==> config.mk <==
export PLATFORM = sky130hd
export DESIGN_NAME = ram_port_arbiter
export DESIGN_NICKNAME = d
export VERILOG_FILES = /design/src/rtl/ram_port_arbiter.sv
export SDC_FILE = /design/constraint.sdc
export NUM_CORES = 1
export LEC_CHECK = 0
export ABC_CLOCK_PERIOD_IN_PS = 3900
export BUFFER_PORTS_ARGS = -buffer_cell sky130_fd_sc_hd__buf_4
export CAP_MARGIN = 20
export CORE_AREA = 4 4 119 121
export CTS_BUF_LIST = sky130_fd_sc_hd__clkbuf_2 sky130_fd_sc_hd__clkbuf_4 sky130_fd_sc_hd__clkbuf_8
export DETAILED_ROUTE_END_ITERATION = 16
export DIE_AREA = 0 0 123 125
export PLACE_DENSITY = 0.81
export SYNTH_ARGS = -nofsm -noshare
export SYNTH_HDL_FRONTEND = slang
export SYNTH_SLANG_ARGS = --single-unit
==> constraint.sdc <==
create_clock -name clk -period 3.9 [get_ports clk]
set_clock_uncertainty 0.15 [all_clocks]
set_input_delay 0 -clock clk [delete_from_list [all_inputs] [get_ports clk]]
set_output_delay 0 -clock clk [all_outputs]
set_load 0.02 [all_outputs]
==> src/rtl/ram_port_arbiter.sv <==
// Two-requester round-robin arbiter in front of a single-port RAM slave.
// One transaction in flight; out-of-window accesses and RAM timeouts return a bus error.
module ram_port_arbiter #(
  parameter int          DW       = 32,
  parameter int          AW       = 32,
  parameter int          SW       = DW / 8,
  parameter logic [31:0] RAM_BASE = 32'h2000,
  parameter logic [31:0] RAM_SIZE = 32'h2000,
  parameter int          TIMEOUT  = 16
) (
  input  logic          clk,
  input  logic          rst,
  input  logic          m0_req,
  input  logic          m0_we,
  input  logic [SW-1:0] m0_be,
  input  logic [AW-1:0] m0_addr,
  input  logic [DW-1:0] m0_wdata,
  output logic          m0_gnt,
  output logic          m0_rvalid,
  output logic [DW-1:0] m0_rdata,
  output logic          m0_err,
  input  logic          m1_req,
  input  logic          m1_we,
  input  logic [SW-1:0] m1_be,
  input  logic [AW-1:0] m1_addr,
  input  logic [DW-1:0] m1_wdata,
  output logic          m1_gnt,
  output logic          m1_rvalid,
  output logic [DW-1:0] m1_rdata,
  output logic          m1_err,
  output logic          ram_req,
  output logic          ram_we,
  output logic [SW-1:0] ram_be,
  output logic [AW-1:0] ram_addr,
  output logic [DW-1:0] ram_wdata,
  input  logic          ram_rvalid,
  input  logic [DW-1:0] ram_rdata
);

  typedef enum logic [1:0] {IDLE, WAIT, ERR} state_t;

  localparam int            TW       = $clog2(TIMEOUT + 1);
  localparam logic [AW-1:0] BASE     = AW'(RAM_BASE);
  localparam logic [AW-1:0] SIZE     = AW'(RAM_SIZE);
  // Timer value in the last WAIT cycle before the timeout response is launched
  localparam logic [TW-1:0] TMO_LAST = TW'(TIMEOUT - 2);

  function automatic logic in_window(input logic [AW-1:0] addr);
    logic [AW-1:0] off;
    off = addr - BASE;
    return (addr >= BASE) && (off < SIZE);
  endfunction

  state_t        state;
  logic          owner;
  logic          last;
  logic          owner_we;
  logic          err_late;
  logic [TW-1:0] timer;

  logic [1:0]    vld_p1;
  logic [1:0]    err_p1;
  logic [DW-1:0] rdata0_p1;
  logic [DW-1:0] rdata1_p1;

  logic          grant_ok;
  logic          winner;
  logic          gnt;
  logic          sel_we;
  logic [SW-1:0] sel_be;
  logic [AW-1:0] sel_addr;
  logic [DW-1:0] sel_wdata;
  logic          sel_in;

  logic          rsp_fire;
  logic          rsp_err;
  logic          rsp_to;
  logic [DW-1:0] rsp_data;

  always_comb begin
    winner    = (m0_req && m1_req) ? ~last : m1_req;
    grant_ok  = (state == IDLE) || ((state == WAIT) && ram_rvalid);
    gnt       = grant_ok && (m0_req || m1_req);
    sel_we    = winner ? m1_we    : m0_we;
    sel_be    = winner ? m1_be    : m0_be;
    sel_addr  = winner ? m1_addr  : m0_addr;
    sel_wdata = winner ? m1_wdata : m0_wdata;
    sel_in    = in_window(sel_addr);
  end

  assign m0_gnt    = gnt && !winner;
  assign m1_gnt    = gnt &&  winner;
  assign ram_req   = gnt && sel_in;
  assign ram_we    = ram_req && sel_we;
  assign ram_be    = ram_req ? sel_be            : '0;
  assign ram_addr  = ram_req ? (sel_addr - BASE) : '0;
  assign ram_wdata = ram_req ? sel_wdata         : '0;

  // An out-of-window grant taken back-to-back in WAIT would collide with the
  // RAM response leaving that same edge, so its error goes out one cycle later.
  always_comb begin
    rsp_fire = 1'b0;
    rsp_err  = 1'b0;
    rsp_to   = owner;
    rsp_data = '0;
    case (state)
      WAIT: begin
        if (ram_rvalid) begin
          rsp_fire = 1'b1;
          rsp_data = owner_we ? '0 : ram_rdata;
        end else if (timer == TMO_LAST) begin
          rsp_fire = 1'b1;
          rsp_err  = 1'b1;
        end
      end
      ERR: begin
        rsp_fire = err_late;
        rsp_err  = err_late;
      end
      default: ;
    endcase
    if (gnt && !sel_in && (state == IDLE)) begin
      rsp_fire = 1'b1;
      rsp_err  = 1'b1;
      rsp_to   = winner;
    end
  end

  // p0 -> p1: response register and transaction control
  always_ff @(posedge clk or posedge rst) begin
    if (rst) begin
      state     <= IDLE;
      owner     <= 1'b0;
      last      <= 1'b1;
      owner_we  <= 1'b0;
      err_late  <= 1'b0;
      timer     <= '0;
      vld_p1    <= '0;
      err_p1    <= '0;
      rdata0_p1 <= '0;
      rdata1_p1 <= '0;
    end else begin
      vld_p1 <= '0;
      err_p1 <= '0;
      if (rsp_fire) begin
        vld_p1[rsp_to] <= 1'b1;
        err_p1[rsp_to] <= rsp_err;
        if (rsp_to) rdata1_p1 <= rsp_data;
        else        rdata0_p1 <= rsp_data;
      end

      case (state)
        WAIT: begin
          timer <= timer + 1'b1;
          if (ram_rvalid || (timer == TMO_LAST)) state <= IDLE;
        end
        ERR: begin
          state    <= IDLE;
          err_late <= 1'b0;
        end
        default: ;
      endcase

      if (gnt) begin
        owner    <= winner;
        last     <= winner;
        owner_we <= sel_we;
        timer    <= '0;
        if (sel_in) begin
          state <= WAIT;
        end else begin
          state    <= ERR;
          err_late <= (state == WAIT);
        end
      end
    end
  end

  assign m0_rvalid = vld_p1[0];
  assign m1_rvalid = vld_p1[1];
  assign m0_err    = err_p1[0];
  assign m1_err    = err_p1[1];
  assign m0_rdata  = rdata0_p1;
  assign m1_rdata  = rdata1_p1;

endmodule
==> results.json <==
{
  "cts_buffers": 9,
  "internal_power_mw": 1.51,
  "yosysWarningCount": 0,
  "leakage_nw": 4.10,
  "fmax_mhz": 272,
  "fin_crit_sh_pct": 94.4,
  "coreArea_sq_um": 13100,
  "grt_pass1_wl_microns": 28700,
  "syn_to_final_growth_pct": 59.6,
  "hold_path.startpoint": "ram_rvalid",
  "pin_count": 315,
  "sw_frac_of_total_pct": 32.2,
  "numPortBuffers": 295,
  "dr.first_iter.drc_count": 291,
  "seqPwrFrac_pct": 39.0,
  "synth_cell_type_count": 59,
  "drc": 0,
  "ir_drop_mv": 0.158,
  "arrival_ns": 3.53,
  "hold_class": "primary input to flip-flop",
  "fin_nets": 1027,
  "cts_sinks": 79,
  "min_period_ns": 3.68,
  "r2r_setup_slack_ns": 0.46,
  "finalHoldViolCount": 0,
  "vias": 5090,
  "ys_ff_latch": 79,
  "clk_pin_slew_ns": 0.07,
  "cp-start-kind": "flip-flop",
  "setup-violations-final": 0,
  "gr-usage-all-layers_pct": 23.8,
  "drive_gt1_share_pct": 45.0,
  "synthCells": 526,
  "die_w_microns": 123,
  "dpl_worst_slack_ns": 0.426,
  "firstDrtPassIters": 5,
  "grt_max_degree": 52,
  "synth_area_sq_um": 4830,
  "worst_pin_slew_ns": 0.614,
  "critPathKind": "flip-flop to output port",
  "place_congestion": 1.04,
  "n_antenna_cell": 0,
  "max_slew_margin_pct": 58.8,
  "rows": 42,
  "cts.htree.levels": 3,
  "die-area_sq_um": 15400,
  "crit_path_max_fanout": 33,
  "rsz0062_at_grt": "no",
  "power.switching_uw": 717,
  "dp_hpwl_microns": 14500,
  "wl_per_cell_microns": 18.3,
  "synth-edff-count": 0,
  "r2r_start": "last",
  "reg2reg_depth": 10,
  "cts_tree": "done",
  "via_per_inst": 4.96,
  "clkPwrFrac_pct": 28.2,
  "cts_root_buf": "clkbuf_8",
  "start_util_pct": 36.9,
  "ys_seq_area_share_pct": 40.9,
  "pwr-share-comb_pct": 32.8,
  "status": "finished, final reports clean",
  "crit_start": "last",
  "fin_tns_setup_ns": 0,
  "clk_latency_ns": 0.33,
  "routed_wl_microns": 18800,
  "crit_path_end": "ram_wdata[20]",
  "cp-end-kind": "output port",
  "ant_nets": 0,
  "nFillCells": 1145,
  "grt_overflow": 0,
  "ys.flop_type": "dfrtp_1",
  "clk_path_buf_depth": 2,
  "maxSlewViolCount": 0,
  "die_y_microns": 125,
  "grt_pass1_vias": 5354,
  "required_ns": 3.75,
  "antenna_found_initial": 0,
  "timing.final.ws_setup_ns": 0.219,
  "power_density_nw_per_um2": 289,
  "syn_area_per_cell_sq_um": 9.19,
  "ys_async_sr_fraction_pct": 100,
  "rr_endpoint": "m1_rdata[24]",
  "maxCapViolCount": 0
}
[sequential cells by signal, summed over array words and instances (netlist names)]
name	flops
owner_we	1
vld_p1	2
timer	5
last	1
state	2
m0_rdata	32
err_p1	2
owner	1
err_late	1
m1_rdata	32
[cells in the mapped netlist, types with 2 or more instances]
cell	n	area, sq um
a21boi_0	2	15.0
a21o_1	2	15.0
a21oi_1	55	275
and2_1	34	213
and3_1	2	12.5
buf_1	2	7.51
buf_2	7	35.0
buf_4	19	143
buf_6	6	67.6
clkbuf_1	16	60.1
dfrtp_1	78	1950
ha_1	6	75.1
inv_1	7	26.3
mux2_1	16	180
mux2_2	49	552
mux2i_1	5	50.1
mux2i_4	2	45.0
nand2_1	120	450
nand3_1	4	20.0
nand3b_1	5	37.5
nand4_1	3	18.8
nor2_1	24	90.1
nor2b_1	3	18.8
nor3_1	8	40.0
nor4_1	3	18.8
nor4b_1	2	17.5
o211ai_1	2	15.0
o21ai_0	2	10.0
o22ai_1	2	12.5
o31ai_1	2	15.0
or2_2	3	18.8
or3_1	2	12.5
xnor2_1	2	17.5
xor2_1	6	52.6
[timing repair]
action,in CTS,in global routing
setup endpoints to repair,0,21
hold buffers,35,1
buffers inserted,0,0
gates resized for setup,0,1
hold endpoints to repair,115,6
[worst min path at each step]
stage | endpoint | slack [ns] | cells after the start
3_5_place_dp | m1_rdata[5] | 0.16 | 2
6_report | state[1] | 0.04 | 5
5_1_grt | last | 0.07 | 4
2_1_floorplan | ram_addr[0] | 0.02 | 2
4_1_cts | state[0] | 0.02 | 5
3_3_place_gp | m1_rdata[5] | 0.16 | 2
[layout make-up]
class / instances / area (sq um) / share of cell area (%)
repair buffers: 341 / 2690 / 34.8
inverters: 7 / 26.3 / 0.341
well taps: 176 / 220 / 2.85
clock buffers: 11 / 145 / 1.88
clock inverters: 5 / 63.8 / 0.827
multi-input cells: 408 / 2590 / 33.6
flip-flops and latches: 79 / 1980 / 25.6
[per-layer routing]
metal,vias up,GRT usage [%],routed length (microns)
met5,-,0,0
li1,2388,-,-
met2,246,41.6,9680
met3,52,5.37,1380
met1,2404,27.8,6950
met4,0,9.90,810
[per-stage QoR]
| stage | cell area (sq um) | power, mW | hold slack [ns] | cells | util, % |
|---|---|---|---|---|---|
| finish | 7710 | 2.23 | 0.0412 | 1027 | 59.0 |
| global route | 7710 | 2.35 | 0.0726 | 1027 | 59.0 |
| CTS | 7680 | 2.24 | 0.0232 | 1025 | 58.7 |
| detailed placement | 7120 | 1.59 | 0.162 | 974 | 54.4 |
| global placement | 7120 | 1.59 | 0.164 | 974 | 54.4 |
| floorplan | 4900 | 1.33 | 0.0229 | 544 | - |
[placed cells by master (no fill, tap or decap), drive strengths merged, types with 4 or more instances in the layout]
master,Yosys,routed
a21oi,56,56
and2,34,34
buf,34,305
clkbuf,16,11
conb,1,19
dfrtp,78,78
dlygate4sd3,0,36
ha,6,6
inv,7,9
mux2,65,65
mux2i,7,7
nand2,120,120
nand3,4,4
nand3b,5,5
nor2,24,24
nor3,8,8
nor4,4,4
xor2,6,6
[cells by family after synthesis]
group	count (synthesis)	share of synthesized area [%]
AOI/OAI and AO/OA	83	10.4
and+or+nand+nor	220	21.5
DFF	79	40.9
xor gates and xnor gates	8	1.45
adders and majority gates	6	1.55
other	1	0.0776
buffers and inverters	57	7.02
muxes	72	17.1
[power groups by stage]
stage	Clock [mW]	Combinational, mW	Sequential, mW
after floorplan	0	0.437	0.889
after global placement	0	0.707	0.884
after detailed placement	0	0.701	0.885
after CTS	0.642	0.734	0.869
after global routing	0.683	0.795	0.873
final	0.629	0.732	0.869
[worst max-delay path, stage by stage (launching register included)]
cell and delay [ns]:
dfstp_2 0.57, a21bo_2 0.18, buf_4 0.29, nand3b_1 0.16, o22ai_1 0.37, o211ai_1 0.15
a22oi_1 0.30, o2111ai_1 0.19, or2_4 0.41, buf_4 0.26, a21oi_1 0.15, buf_4 0.16
Note: power is estimated with default switching activity, not from simulation.
